`config.mk`:
```
export PLATFORM = sky130hd
export DESIGN_NAME = button_grant_arbiter
export DESIGN_NICKNAME = d
export VERILOG_FILES = /design/src/rtl/button_grant_arbiter_pkg.sv /design/src/rtl/button_grant_arbiter_lane.sv /design/src/rtl/button_grant_arbiter.sv
export SDC_FILE = /design/constraint.sdc
export NUM_CORES = 1
export LEC_CHECK = 0
export BUFFER_PORTS_ARGS = -buffer_cell sky130_fd_sc_hd__buf_2
export CAP_MARGIN = 20
export CORE_MARGIN = 10
export CORE_UTILIZATION = 56
export CTS_CLUSTER_DIAMETER = 30
export CTS_CLUSTER_SIZE = 30
export DETAILED_ROUTE_END_ITERATION = 10
export PLACE_DENSITY = 0.75
export SYNTH_ARGS = -nofsm -noshare
export SYNTH_HDL_FRONTEND = slang
export SYNTH_SLANG_ARGS = --single-unit
```
`constraint.sdc`:
```
create_clock -name Clk -period 4.15 [get_ports Clk]
set_clock_uncertainty 0.2 [all_clocks]
set_input_delay 0.2075 -clock Clk [delete_from_list [all_inputs] [get_ports Clk]]
set_output_delay 0.2075 -clock Clk [all_outputs]
set_load 0.01 [all_outputs]
```
`src/rtl/button_grant_arbiter_pkg.sv`:
```
// Shared definitions for the button grant arbiter slice.
//   laneState_t : one-shot shaper lane states (sOff/sOn/sWait)
//   arbState_t  : arbiter FSM states (sIdle/sGrant)
//   DROP_MAX    : saturation value of the lost-press counter
//   rrSelect    : round-robin pick of the first set bit after lastId
package button_grant_arbiter_pkg;

  typedef enum logic [1:0] {
    sOff  = 2'd0,
    sOn   = 2'd1,
    sWait = 2'd2
  } laneState_t;

  typedef enum logic {
    sIdle  = 1'b0,
    sGrant = 1'b1
  } arbState_t;

  localparam logic [7:0] DROP_MAX = 8'd255;
  localparam int         MAX_BTN  = 8;

  // Searches lastId+1, lastId+2, ... (mod numBtn) and returns the first set
  // bit. The caller only uses the result when mask is non-zero.
  function automatic logic [2:0] rrSelect(input logic [MAX_BTN-1:0] mask,
                                          input logic [2:0]         lastId,
                                          input int                 numBtn);
    logic [2:0] sel;
    logic [2:0] idx3;
    logic       found;
    int         idx;
    sel   = '0;
    found = 1'b0;
    for (int k = 1; k <= MAX_BTN; k++) begin
      if (k <= numBtn) begin
        idx  = (int'(lastId) + k) % numBtn;
        idx3 = 3'(idx);
        if (!found && mask[idx3]) begin
          sel   = idx3;
          found = 1'b1;
        end
      end
    end
    return sel;
  endfunction

endpackage

```
`src/rtl/button_grant_arbiter_lane.sv`:
```
// One-shot shaper for a single button: emits a 1-cycle pulse for each press.
// Ports:
//   Clk         in  system clock
//   Rst         in  asynchronous active-high reset
//   buttonInput in  raw button level, synchronous to Clk
//   pulse       out high for the one cycle after the first high sample
module button_pulse_lane
  import button_grant_arbiter_pkg::*;
(
  input  logic Clk,
  input  logic Rst,
  input  logic buttonInput,
  output logic pulse
);

  laneState_t stateReg;

  always_ff @(posedge Clk or posedge Rst) begin
    if (Rst) begin
      stateReg <= sOff;
    end else begin
      case (stateReg)
        sOff:    stateReg <= buttonInput ? sOn : sOff;
        // sOn always lasts a single cycle, so a held button cannot re-fire.
        sOn:     stateReg <= sWait;
        sWait:   stateReg <= buttonInput ? sWait : sOff;
        default: stateReg <= sOff;
      endcase
    end
  end

  // Pure decode of a state register, so still glitch-free and registered.
  assign pulse = (stateReg == sOn);

endmodule

```
`src/rtl/button_grant_arbiter.sv`:
```
// Shares one downstream command consumer among NUM_BTN push-buttons.
// Each button is shaped into single pulses, latched as pending requests and
// granted round-robin over a valid/ack handshake with an ack watchdog.
// Ports:
//   Clk          in  system clock
//   Rst          in  asynchronous active-high reset
//   buttonInput  in  raw button levels [NUM_BTN]
//   grantValid   out a grant is presented to the consumer
//   grantId      out channel granted, stable while grantValid=1 [ID_W]
//   grantAck     in  consumer accepts the grant (ignored while grantValid=0)
//   pendingMask  out registered pending-request bits [NUM_BTN]
//   timeoutPulse out 1-cycle pulse when a grant is abandoned
//   dropCount    out saturating count of presses lost to a pending channel [8]
module button_grant_arbiter
  import button_grant_arbiter_pkg::*;
#(
  parameter int NUM_BTN = 4,
  parameter int ID_W    = 2,
  parameter int TIMEOUT = 255,
  parameter int TO_W    = 8
) (
  input  logic               Clk,
  input  logic               Rst,
  input  logic [NUM_BTN-1:0] buttonInput,
  output logic               grantValid,
  output logic [ID_W-1:0]    grantId,
  input  logic               grantAck,
  output logic [NUM_BTN-1:0] pendingMask,
  output logic               timeoutPulse,
  output logic [7:0]         dropCount
);

  logic [NUM_BTN-1:0] lanePulse;

  arbState_t          stateReg;
  logic               grantValidReg;
  logic [ID_W-1:0]    grantIdReg;
  logic [ID_W-1:0]    lastIdReg;
  logic [TO_W-1:0]    timerReg;
  logic               timeoutPulseReg;
  logic [NUM_BTN-1:0] pendingReg;
  logic [NUM_BTN-1:0] pendingNext;
  logic [7:0]         dropCountReg;
  logic [7:0]         dropCountNext;

  logic [MAX_BTN-1:0] maskWide;
  logic [2:0]         selWide;
  logic [ID_W-1:0]    selId;
  logic               grantStart;
  logic [NUM_BTN-1:0] clearMask;
  logic [NUM_BTN-1:0] dropVec;
  logic [3:0]         dropInc;
  logic [8:0]         dropSum;

  generate
    for (genvar gi = 0; gi < NUM_BTN; gi++) begin : gLane
      button_pulse_lane uLane (
        .Clk         (Clk),
        .Rst         (Rst),
        .buttonInput (buttonInput[gi]),
        .pulse       (lanePulse[gi])
      );
    end
  endgenerate

  assign maskWide   = MAX_BTN'(pendingReg);
  assign selWide    = rrSelect(maskWide, 3'(lastIdReg), NUM_BTN);
  assign selId      = ID_W'(selWide);
  assign grantStart = (stateReg == sIdle) && (pendingReg != '0);
  assign clearMask  = grantStart ? (NUM_BTN'(1) << selId) : '0;

  // A pulse landing on the bit being cleared re-sets it (set wins) and is
  // not a drop; only a pulse onto a bit that stays pending is lost.
  assign dropVec     = lanePulse & pendingReg & ~clearMask;
  assign pendingNext = (pendingReg & ~clearMask) | lanePulse;

  always_comb begin
    dropInc = '0;
    for (int k = 0; k < NUM_BTN; k++) begin
      dropInc = dropInc + 4'(dropVec[k]);
    end
    dropSum = {1'b0, dropCountReg} + 9'(dropInc);
    dropCountNext = (dropSum > 9'(DROP_MAX)) ? DROP_MAX : dropSum[7:0];
  end

  always_ff @(posedge Clk or posedge Rst) begin
    if (Rst) begin
      pendingReg   <= '0;
      dropCountReg <= '0;
    end else begin
      pendingReg   <= pendingNext;
      dropCountReg <= dropCountNext;
    end
  end

  // Arbiter FSM. Leaving sGrant always passes through sIdle for one cycle,
  // which spaces consecutive grants by at least two cycles.
  always_ff @(posedge Clk or posedge Rst) begin
    if (Rst) begin
      stateReg        <= sIdle;
      grantValidReg   <= 1'b0;
      grantIdReg      <= '0;
      lastIdReg       <= ID_W'(NUM_BTN - 1);
      timerReg        <= '0;
      timeoutPulseReg <= 1'b0;
    end else begin
      timeoutPulseReg <= 1'b0;
      case (stateReg)
        sIdle: begin
          if (grantStart) begin
            grantIdReg    <= selId;
            grantValidReg <= 1'b1;
            lastIdReg     <= selId;
            timerReg      <= '0;
            stateReg      <= sGrant;
          end
        end
        sGrant: begin
          if (grantAck) begin
            grantValidReg <= 1'b0;
            stateReg      <= sIdle;
          end else if (timerReg == TO_W'(TIMEOUT - 1)) begin
            // Abandoned request is dropped, not re-queued.
            grantValidReg   <= 1'b0;
            timeoutPulseReg <= 1'b1;
            stateReg        <= sIdle;
          end else begin
            timerReg <= timerReg + 1'b1;
          end
        end
        default: begin
          grantValidReg <= 1'b0;
          stateReg      <= sIdle;
        end
      endcase
    end
  end

  assign grantValid   = grantValidReg;
  assign grantId      = grantIdReg;
  assign pendingMask  = pendingReg;
  assign timeoutPulse = timeoutPulseReg;
  assign dropCount    = dropCountReg;

endmodule

```
# Word-level counts from Yosys, hierarchy flattened
# Cells that the tools add are included.
# word_totals
output_inout_bits,16
regBits,35
elab_cells,113
# op_classes
n_reduce_logical,19
eq_ne,13
bitwise_logic,10
add_sub_neg,9
n_shift,1
muxes,44
order_cmp,5
# op_table
cell,count
$mux 8,4
$pmux 2 s3,4
$mux 1,20
$lt 3x4->1 const B,4
$mux 2,8
$pmux 8 s2,1
$and 4x4->4,3
$bmux 1 s3,4
$add 8x4->9,1
$gt 9x8->1 const B,1
$add 8x1->8 const B,1
$eq 2x1->1 const B,4
$eq 2x2->1 const B,4
$eq 8x8->1 const B,1
$logic_not 2->1,4
$reduce_or 2->1,4
$ne 2x2->1 const B,3
$add 2x1->2 const B,2
$add 2x2->2 const B,2
$add 3x1->4,1
$and 1x1->1 const A,4
$logic_and 1x1->1,4
$mux 4,1
$not 4->4,1
other kinds (11),15

# Depth between registers and ports, before layout
# logic_depth
word_depth,25
ltp_mapped,12
mapped_depth_nobuf,12

# Cells and area by module
# From an unflattened synthesis, not the netlist that was laid out.
# unflattened
hier_cells,175
area_unflattened_um2,1844.3
# modules_own_cells
module,cells_each,instances,area_per_inst_um2
button_grant_arbiter,147,1,1443.9
button_pulse_lane,7,4,100.1

# Least setup slack after synthesis
# Ideal clock, no wire load.
# synth_timing
path_type,reg2reg
from,reg pendingReg[1] (netlist: pendingMask[1])
to,reg dropCountReg[1] (netlist: dropCount[1])
setup_time_ps,70
t_arrival_ps,3197
period_less_slack_ps,3468
stages_incl_launch_ff,13
t_required_ps,3880
path_slack_ps,682
path_buffers,0
path_cell_list,dfrtp_1 > or2_1 > a311oi_4 > nand2_1 > o211ai_1 > fa_1 > fa_1 > inv_1 > fa_1 > and3_1 > and3_1 > nand3_1 > nand2b_1
# synth_between
elab_chain_len,22
word_cells_on_any_way,34
classes_between,add/sub (4); order compare (1); shift (1); mux (17); bitwise (3); reduce/logical (8)
# synth_rtl
item,line_no,text
"start, declared",button_grant_arbiter.sv:41,logic [NUM_BTN-1:0] pendingReg;
"start signal, assigned",button_grant_arbiter.sv:91,pendingReg <= pendingNext;
$bmux 1 s3,button_grant_arbiter_pkg.sv:37,if (!found && mask[idx3]) begin
$mux 1 (not written as such),button_grant_arbiter_pkg.sv:37,
$mux 1,button_grant_arbiter_pkg.sv:37,
$logic_not 1->1,button_grant_arbiter_pkg.sv:37,
$logic_and 1x1->1,button_grant_arbiter_pkg.sv:37,
$mux 1,button_grant_arbiter_pkg.sv:37,
$logic_not 1->1,button_grant_arbiter_pkg.sv:37,
$logic_and 1x1->1,button_grant_arbiter_pkg.sv:37,
[... 7 more ...],-,
$and 4x4->4 *,button_grant_arbiter.sv:74,assign dropVec = lanePulse & pendingReg & ~clearMask;
$add 1x1->2,button_grant_arbiter.sv:80,dropInc = dropInc + 4'(dropVec[k]);
$add 2x1->3,button_grant_arbiter.sv:80,
$add 3x1->4 *,button_grant_arbiter.sv:80,
$add 8x4->9 *,button_grant_arbiter.sv:82,"dropSum = {1'b0, dropCountReg} + 9'(dropInc);"
$gt 9x8->1,button_grant_arbiter.sv:83,dropCountNext = (dropSum > 9'(DROP_MAX)) ? DROP_MAX : dropSum[7:0];
$mux 8 *,button_grant_arbiter.sv:83,
via dropCountNext[1],button_grant_arbiter.sv:44,logic [7:0] dropCountNext;
"end signal, assigned",button_grant_arbiter.sv:92,dropCountReg <= dropCountNext;
"end, declared",button_grant_arbiter.sv:43,logic [7:0] dropCountReg;
# Mark *: on every way through the listed nets, which the timed path passes. The rest lies on a longest branch. The select of a mux whose other input is x is not followed.
# A chain may end at the register's enable or synchronous reset.

# Final worst setup path
# Same ends and word-level chain as after synthesis.

==> flow_summary.yaml <==
route:
  vias: 1347
  first_pass_iters: 4
  drt-initial-drc-count: 95
  antenna_left: 0
  drc: 0
  wirelength_mm: 3.63
  viasPerCell: 5.54
  wl_per_cell_um: 14.9
sta:
  period_share_pct: 91.1
  max_freq_ghz: 0.264
  setup_violations: 0
  worst_pin_slew_ns: 0.566
  fin_tns_setup_ns: 0
  hold_viol_final: 0
  drv_slew: 0
  holdWs_ns: 0.0267
  grt_setup_unrepaired: "no"
  max-slew-margin-rel_pct: 62.3
  fin_crit_ns: 3.78
floorplan:
  io_pins: 23
  num_rows: 20
  dieWidth_um: 76.0
  die_area_um2: 5770
  dieHeight_um: 76.0
  core_area_um2: 3030
  start_util_pct: 57.9
setup_path:
  slowest_stage: "dfrtp_1"
  crit_path_start_kind: "register"
  end_kind: "register"
  worstPathArrival_ns: 3.85
  critPathRequiredTime_ns: 4.22
  max_stage_delay_ns: 0.48
  path_class: "reg2reg"
  worstPathCellList: "or2_1, a311oi_4, nand2_1, o211ai_1, fa_1, fa_1, inv_1, fa_1, and3_1, and3_1, nand3_1, nand2b_1"
  critPathMostFrequentCell: "fa_1"
  critPathMaxFanout: 9
cts:
  cts_sinks: 35
  cts_max_level: 2
  cts-root-buf: "clkbuf_4"
  cts_buffers: 5
  tritoncts: "done"
  clk_path_buf_depth: 2
  cts_setup_buffers: 0
  clk_pin_slew_ns: 0.11
  clk_latency_ns: 0.33
  post_cts_resized: 0
power_and_ir_drop:
  p_leak_nw: 0.916
  power_density_nw_per_um2: 703
  ir_drop_v: 0.000334
  power.total_mw: 1.41
placement:
  dp_hpwl_mm: 2.64
  io_buffers: 22
  gp_congestion: 0.849
yosys:
  synth_top_cell_by_area: "dfrtp_1"
  synth-edff-count: 0
  synth_ff_type: "dfrtp_1"
  synth.top_cell.area_share_pct: 47.1
  syn_avg_cell_area_um2: 10.6
  yosys_register_bits: 35
  synthesis.nets: 179
  synthMuxAreaShare_pct: 0.642
  synth_top_family_by_area: "simple AND/OR/NAND/NOR gates"
  netlist_area_um2: 1750
  async_flop_share_pct: 100
  synth_xor_xnor_area_share_pct: 2.00
  ys_types: 42
  synthTopCellsByArea: "dfrtp_1, nand2_1, fa_1"
  synth_compound_area_share_pct: 17.0
  yosysWarnings: 0
  syn_inst: 166
  ys_seq_area_share_pct: 50.1
  synthAdderAreaFrac_pct: 5.57
  yosys.area_share.simple_pct: 22.7
final_layout:
  multi_input_area_um2: 840
  post-route-util_pct: 66.5
  fillers: 242
  drive_gt1_share_pct: 22.1
  regArea_um2: 878
  nets: 211
  insertedDiodeCount: 0
  area_growth_pct: 14.8
global_routing:
  antenna_found_initial: 0
  grt_use_total_pct: 13.1
  grt_pass1_wl_mm: 6.40
  first_global_vias: 1386
  gr-total-overflow: 0
  grt_max_degree: 36
job:
  max_cap_violations: 0
status:
  status: "finished, final reports clean"
min_path:
  hold_path_class: "in2reg"
-- power breakdown --
part           internal (mW)  switching, mW  total, mW  leakage (nW)
sequential             0.473          0.143      0.616         0.436
combinational          0.274          0.348      0.622         0.446
clock                 0.0631          0.114      0.177        0.0347
-- per-stage QoR --
stage	instance area (µm²)	instances	setup WS, ns
floorplan	1750	166	0.682
global placement	1920	231	0.568
detailed placement	1920	231	0.358
CTS	2010	243	0.338
global route	2010	243	0.127
finish	2010	243	0.369
-- timing repair --
action,CTS,global route
endpoints found under the hold margin,39,0
hold buffers,4,0
setup endpoints to repair,0,0
-- cell type report --
| cell class | instances | share of cell area, % |
|---|---|---|
| Timing Repair Buffer | 28 | 8.20 |
| Tap cell | 44 | 2.73 |
| Inverter | 6 | 1.12 |
| Clock inverter | 3 | 0.746 |
| Clock buffer | 5 | 1.86 |
| Sequential cell | 35 | 43.6 |
| Multi-Input combinational cell | 122 | 41.7 |
-- worst max-delay path: cells and delay by family, from the launching register on --
family,cells,cell delay (ns)
AOI/OAI and AO/OA,2,0.63
adders and majority gates,3,1.11
buffers and inverters,1,0.08
DFF,1,0.48
and+or+nand+nor,6,1.23
-- Yosys cell counts (2+ instances only) --
library cell,n
fa_1,3
dfstp_2,2
a41oi_1,2
o21ai_0,4
clkbuf_1,2
nor2_1,13
xnor2_1,2
ha_1,3
nand3_1,7
nand2b_1,8
nor3b_1,3
o211ai_1,6
inv_1,6
or2_1,2
nand2_1,19
nand3b_1,3
and3_1,3
o31ai_1,4
a21o_1,3
nor2b_1,7
xor2_1,2
nor3_1,3
a21oi_1,7
dfrtp_1,33
o21ai_1,2
-- state kept, by name, indices dropped and copies added (netlist names) --
signal                cells
dropCount                 8
gLane.uLane.stateReg      8
timerReg                  8
pendingMask               4
grantId                   2
lastIdReg                 2
grantValid                1
stateReg                  1
timeoutPulse              1
-- layout by cell type (no fill, tap or decap), types with 2 or more instances in the layout --
| master | netlist | final |
|---|---|---|
| a21o_1 | 3 | 3 |
| a21oi_1 | 7 | 7 |
| a41oi_1 | 2 | 2 |
| and3_1 | 3 | 3 |
| buf_2 | 1 | 22 |
| buf_4 | 0 | 2 |
| clkbuf_4 | 0 | 5 |
| clkinv_2 | 0 | 3 |
| dfrtp_1 | 33 | 33 |
| dfstp_2 | 2 | 2 |
| dlygate4sd3_1 | 0 | 4 |
| fa_1 | 3 | 3 |
| ha_1 | 3 | 3 |
| inv_1 | 6 | 6 |
| nand2_1 | 19 | 19 |
| nand2b_1 | 8 | 8 |
| nand3_1 | 7 | 7 |
| nand3b_1 | 3 | 3 |
| nor2_1 | 13 | 13 |
| nor2b_1 | 7 | 7 |
| nor3_1 | 3 | 3 |
| nor3b_1 | 3 | 3 |
| o211ai_1 | 6 | 6 |
| o21ai_0 | 4 | 4 |
| o21ai_1 | 2 | 2 |
| o31ai_1 | 4 | 4 |
| or2_1 | 2 | 2 |
| xnor2_1 | 2 | 2 |
| xor2_1 | 2 | 2 |
-- final timing paths --
check	end	startpoint	depth (start not counted)	slack, ns
worst min register to register	gLane[1].uLane.stateReg[0]	gLane[1].uLane.stateReg[0]	1	0.25
max in group asynchronous	lastIdReg[0]	Rst	4	3.12
min in group asynchronous	timerReg[3]	Rst	4	0.30
worst max register to register	dropCount[1]	pendingMask[1]	12	0.37
worst max-delay path	dropCount[1]	pendingMask[1]	12	0.37
worst min-delay path	grantValid	grantAck	3	0.03
-- cells by family after synthesis --
family                     count (synthesis)
and+or+nand+nor                           74
AOI/OAI and AO/OA                         37
DFF                                       35
buffers and inverters                      9
adders and majority gates                  6
xor gates and xnor gates                   4
muxes                                      1
-- routing by layer --
metal	track usage [%]	vias to the layer above	routed length (µm)
met2	20.6	28	1810
met4	6.06	0	67
met5	0	-	0
li1	-	654	-
met3	4.36	6	160
met1	15.9	659	1590
Power figures use the tool's default switching activity.
